## config.mk

```make
export PLATFORM = sky130hd
export DESIGN_NAME = top_tema
export DESIGN_NICKNAME = d
export VERILOG_FILES = /design/src/rtl/top_tema.sv
export SDC_FILE = /design/constraint.sdc
export NUM_CORES = 1
export LEC_CHECK = 0
export BUFFER_PORTS_ARGS = -buffer_cell sky130_fd_sc_hd__clkbuf_2
export CORE_AREA = 2 2 39 41
export CTS_CLUSTER_SIZE = 25
export DETAILED_ROUTE_END_ITERATION = 10
export DIE_AREA = 0 0 41 43
export PLACE_DENSITY = 0.78
export RECOVER_POWER = 100
export SLEW_MARGIN = 25
export SYNTH_ARGS = -nofsm -noshare
export SYNTH_HDL_FRONTEND = slang
export SYNTH_SLANG_ARGS = --single-unit
export TNS_END_PERCENT = 20
```

## constraint.sdc

```tcl
create_clock -name clk -period 0.8 [get_ports clk]
set_input_delay 0.08 -clock clk [delete_from_list [all_inputs] [get_ports clk]]
set_output_delay 0.08 -clock clk [all_outputs]
set_load 0.03 [all_outputs]
```

## src/rtl/top_tema.sv

```systemverilog
`timescale 1ns/1ps
`default_nettype none
// ============================================================================
// Module   : top_tema
// Brief    : Registered 3-bit ALU with X/Y operand multiplexers and carry flag.
//            Define TOP_TEMA_EXT_OPS_EN to enable the SHL/SHR opcodes (6/7).
// Revision : 1.0 - initial release
// ============================================================================
module top_tema (
    input  logic       clk,
    input  logic       rst_n,
    input  logic [2:0] a,
    input  logic [2:0] b,
    input  logic [2:0] c,
    input  logic [2:0] d,
    input  logic [2:0] e,
    input  logic [2:0] opcode,
    input  logic       sel_1,
    input  logic [1:0] sel_2,
    output logic [2:0] out,
    output logic       carry_out
);

    localparam logic [2:0] c_OP_ADD = 3'd0;
    localparam logic [2:0] c_OP_SUB = 3'd1;
    localparam logic [2:0] c_OP_AND = 3'd2;
    localparam logic [2:0] c_OP_OR  = 3'd3;
    localparam logic [2:0] c_OP_XOR = 3'd4;
    localparam logic [2:0] c_OP_NOT = 3'd5;
`ifdef TOP_TEMA_EXT_OPS_EN
    localparam logic [2:0] c_OP_SHL = 3'd6;
    localparam logic [2:0] c_OP_SHR = 3'd7;
`endif

    logic [2:0] w_x;
    logic [2:0] w_y;
    logic [2:0] w_res;
    logic       w_flag;
    logic [3:0] w_sum;
    logic [3:0] w_diff;
    logic [2:0] r_out;
    logic       r_carry;

    assign w_x = sel_1 ? c : a;

    always_comb begin
        w_y = b;
        case (sel_2)
            2'd0:    w_y = b;
            2'd1:    w_y = d;
            2'd2:    w_y = e;
            default: w_y = c;
        endcase
    end

    // Bit 3 of the 4-bit difference is the borrow for unsigned X < Y.
    assign w_sum  = {1'b0, w_x} + {1'b0, w_y};
    assign w_diff = {1'b0, w_x} - {1'b0, w_y};

    always_comb begin
        w_res  = 3'd0;
        w_flag = 1'b0;
        case (opcode)
            c_OP_ADD: begin
                w_res  = w_sum[2:0];
                w_flag = w_sum[3];
            end
            c_OP_SUB: begin
                w_res  = w_diff[2:0];
                w_flag = w_diff[3];
            end
            c_OP_AND: w_res = w_x & w_y;
            c_OP_OR:  w_res = w_x | w_y;
            c_OP_XOR: w_res = w_x ^ w_y;
            c_OP_NOT: w_res = ~w_x;
`ifdef TOP_TEMA_EXT_OPS_EN
            c_OP_SHL: begin
                w_res  = {w_x[1:0], 1'b0};
                w_flag = w_x[2];
            end
            c_OP_SHR: begin
                w_res  = {1'b0, w_x[2:1]};
                w_flag = w_x[0];
            end
`else
            // Opcodes 6/7 fall through to a zero result with no shifter built.
`endif
            default: begin
                w_res  = 3'd0;
                w_flag = 1'b0;
            end
        endcase
    end

    always_ff @(posedge clk or negedge rst_n) begin
        if (!rst_n) begin
            r_out   <= 3'd0;
            r_carry <= 1'b0;
        end else begin
            r_out   <= w_res;
            r_carry <= w_flag;
        end
    end

    assign out       = r_out;
    assign carry_out = r_carry;

endmodule
`default_nettype wire

```

After elaboration in Yosys (flattened, before gate mapping)

Index checks and enable logic that the tools add are counted.

Register bits after elaboration: 4
Output and inout port bits: 4

Equality and inequality tests: 7
Reduce and logical (&&, ||, !) cells: 2
Multiplexer cells: 4
Bitwise logic cells: 4
Add/sub/neg operators: 2

Operator list:

| operator           | number |
|---|---|
| $pmux 3 s6         | 1 |
| $pmux 3 s3         | 1 |
| $eq 3x2->1 const B | 2 |
| $eq 3x3->1 const B | 2 |
| $add 3x3->4        | 1 |
| $sub 3x3->4        | 1 |
| $and 3x3->3        | 1 |
| $eq 3x1->1 const B | 1 |
| $logic_not 3->1    | 1 |
| $mux 3             | 1 |
| $not 3->3          | 1 |
| $or 3x3->3         | 1 |
| $xor 3x3->3        | 1 |
| $eq 2x1->1 const B | 1 |
| $eq 2x2->1 const B | 1 |
| $logic_not 2->1    | 1 |
| $pmux 1 s2         | 1 |

Longest topological paths before layout

Depth after elaboration: 4
Depth in mapped cells: 7
Gate-level depth less buffers: 7

Worst setup path after synthesis

OpenSTA, ideal clock, no wires.

Path type: in2reg
From: in sel_2[0]
To: reg r_out[2], in the netlist out[2]
Data required time: 0.662 ns
Stages: 6
Path slack: -0.954 ns
Buffers on the path: 0
Arrival time: 1.616 ns
Path through: mux4_2 ha_1 fa_1 xor2_1 a31oi_1 o221ai_1

Word-level cells in the longest chain between the ends: 4
Elaborated cells between the ends (all ways): 10

Ends and longest elaborated chain:

| what                                      | line | source |
|---|---|---|
| from (decl)                               | 19   | `input logic [1:0] sel_2,` |
| $eq 2x2->1, or another cell as far along  | 48   | `case (sel_2)` |
| $pmux 3 s3 *                              | 48   |  |
| $sub 3x3->4, or another cell as far along | 58   | `assign w_diff = {1'b0, w_x} - {1'b0, w_y};` |
| $pmux 3 s6 *                              | 63   | `case (opcode)` |
| net w_res[2]                              | 37   | `logic [2:0] w_res;` |
| to (signal assigned)                      | 100  | `r_out <= w_res;` |
| to (decl)                                 | 41   | `logic [2:0] r_out;` |

Mark *: on every way through the listed nets, which the timed path passes. The rest lies on a longest branch.

Final worst setup path

Ends and elaborated chain as after synthesis.

==> metrics.md <==
| Metric | Value |
|---|---|
| Hold Crit Class | in2reg |
| Routability cong. | 0.796 |
| Hold Vio Cnt, Final | 0 |
| Top Ports | 27 |
| Final WL | 1560 µm |
| Layout cells sized above 1 | 55.7% |
| Status | finished, violations left |
| Syn_nets | 93 |
| Standard-cell rows | 14 |
| Drt wl/cell | 12.8 µm |
| Tcrit/Tclk final | 198% |
| Seq pwr share | 21.0% |
| Synth Instances | 59 |
| Detailed Place HPWL | 1370 µm |
| Vias in the first global route | 640 |
| Largest net degree at the start of global routing | 12 |
| CP startpoint kind | input pin |
| Ant diodes | 0 |
| Pre-CTS setup slack | -1.08 ns |
| Number of synthesized register bits | 4 |
| Slew margin rel. | 79.6% |
| Num CTS Buffers | 3 |
| Die X | 41 µm |
| DR iter-0 viols | 6 |
| Mapped cell area | 607 µm² |
| Net switching power | 0.421 mW |
| Crit path required time | 0.90 ns |
| First-pass GRT wire length | 2530 µm |
| CTS tree | done |
| M2 GR Usage | 40.0% |
| Worst path arrival time | 1.69 ns |
| Maximum clock rate | 632 MHz |
| GR Util met1 | 19.8% |
| Die area | 1760 µm² |
| Final WS setup | -0.783 ns |
| Yosys cell types | 27 |
| Clk buf depth | 2 |
| Initial Utilization | 43.9% |
| Cell area after layout | 1000 µm² |
| Placed Area | 915 µm² |
| Area Growth Syn to Fin | 65.4% |
| Final net count | 142 |
| Clock root cell | clkbuf_4 |
| DR vias | 630 |
| Fin Setup TNS | -2.94 ns |
| Final global-route overflow total | 0 |
| Drt pass-1 iters | 4 |
| DRC | 0 |
| Worst setup path category | in2reg |
| Max cap viols | 0 |
| Setup violators final | 8 |
| GR peak layer | met2 |
| Max Slew Vio Count | 0 |
| Max VDD drop | 527 µV |
| Mux share of post-synthesis cell area | 21.0% |
| Number of H-tree levels | 1 |
| # Post-CTS Setup Buffers | 0 |
| Die height | 43 µm |
| Seq/Total Area, Yosys | 16.5% |
| Initial antenna violation count | 0 |
| Syn Area/Cell | 10.3 µm² |
| Lkg Pwr | 0.530 nW |
| Post-Synth Simple-Gate Area | 12.0% |
| Gate power share | 57.3% |
| CP Capture Type | flip-flop |
| Tightest Pin Transition | 0.297 ns |
| Synth Area in Adders | 25.2% |
| Core area | 1380 µm² |
| Ys Warns | 0 |
| Final Util | 72.5% |
| Crit path max fanout | 3 |
| Met3 usage | 4.19% |
| Failing checks | negative setup slack |
| Routed vias/inst | 5.16 |
| Antenna Nets Post-Route | 0 |
| Main combinational cell family by area after synthesis | adder cells |
| Switching part of the total | 35.1% |
| Xor/xnor share of the synthesized area | 2.89% |
| Clock network power share | 21.8% |
| I/O Buffers | 26 |
| Pint | 0.778 mW |
| Min Tclk post-route | 1.58 ns |
| Clk slew on worst S/H paths | 0.04 ns |
| Cell Pwr Density | 1200 nW/µm² |
| GRT Total Usage | 21.7% |
| Unrepaired setup endpoints after global routing | yes |
| Clock Sinks | 4 |
| Tot Pwr | 1.20 mW |
| Post-synthesis compound-gate area fraction | 14.2% |
==> path summary, 6_finish.rpt <==
check / startpoint / to / slack [ns] / cells past startpoint
min in group asynchronous: rst_n / out[0]$_DFF_PN0_ / 0.20 / 2
setup / recovery: sel_2[0] / out[2]$_DFF_PN0_ / -0.78 / 7
max in group asynchronous: rst_n / out[1]$_DFF_PN0_ / 0.42 / 2
hold / removal: opcode[1] / carry_out$_DFF_PN0_ / 0.18 / 2
==> routing by layer <==
metal	up-vias	wire, µm
li1	312	-
met1	283	543
met2	31	887
met3	4	97
met4	0	36
met5	-	0
==> state kept, by name, summed over array words and instances (netlist names) <==
register / count
out: 3
carry_out: 1
==> synth_stat cells (all sizes together) <==
cell	number	area (µm²)
a21o	1	7.51
o211ai	1	7.51
o41ai	1	8.76
a21oi	4	20.0
o21ba	1	10.0
mux4	3	67.6
mux2i	6	60.1
xor2	1	8.76
and3b	2	17.5
o221ai	1	8.76
ha	9	113
or2	1	6.26
nand2b	1	6.26
nand3b	1	7.51
o21ai	1	5.00
xnor2	1	8.76
fa	2	40.0
nor2b	1	6.26
dfrtp	4	100
buf	3	20.0
inv	8	30.0
nor4bb	2	20.0
a31oi	2	12.5
nor4b	1	8.76
o22ai	1	6.26
==> layout make-up <==
| class | instances | area, µm² |
|---|---|---|
| clock buffers | 3 | 22.5 |
| fillers | 104 | 380 |
| inverters | 8 | 30.0 |
| multi-input cells | 44 | 492 |
| flip-flops and latches | 4 | 100 |
| well taps | 16 | 20.0 |
| repair buffers | 47 | 339 |
==> power by group through the flow <==
stage          Combinational, mW  Clock, mW  Sequential (mW)
2_1_floorplan              0.301          0            0.301
6_report                   0.687      0.261            0.251
3_3_place_gp               0.591          0            0.240
4_1_cts                    0.669      0.272            0.245
5_1_grt                    0.747      0.289            0.255
3_5_place_dp               0.618          0            0.243
==> metrics by stage <==
stage,cells,hold slack (ns)
6_report,122,0.179
5_1_grt,122,0.182
4_1_cts,122,0.171
3_5_place_dp,118,-0.108
3_3_place_gp,118,-0.114
2_1_floorplan,59,-0.216
==> cells by family (layout without fill, tap and decap cells) <==
family                   count (synthesis)  in the layout
AO/OA/AOI/OAI                           13             13
adder cells (fa/ha/maj)                 11             11
buffers and inverters                   11             58
multiplexers                             9              9
AND/OR/NAND/NOR                          9              9
flip-flops                               4              4
XOR/XNOR                                 2              2
==> what timing repair did <==
| action | in CTS | in global routing |
|---|---|---|
| hold buffers | 1 | 0 |
| pin swaps | 3 | 0 |
| endpoints found under the hold margin | 4 | 0 |
| endpoints found under the setup margin | 8 | 8 |
| resized for setup | 9 | 6 |
==> worst max-delay path: stages <==
cell	delay, ns
buf_8	0.08
mux4_2	0.57
ha_4	0.21
fa_2	0.34
xor2_1	0.16
a31oi_1	0.13
o221ai_1	0.11
==> layout by cell type (no fill, tap or decap), types with 4 or more instances in the layout <==
cell type / count
inv_1: 5
a21oi_1: 4
mux2i_1: 6
buf_8: 5
dfrtp_1: 4
ha_1: 7
clkbuf_2: 20
buf_4: 20
Note: power is estimated with default switching activity, not from simulation.
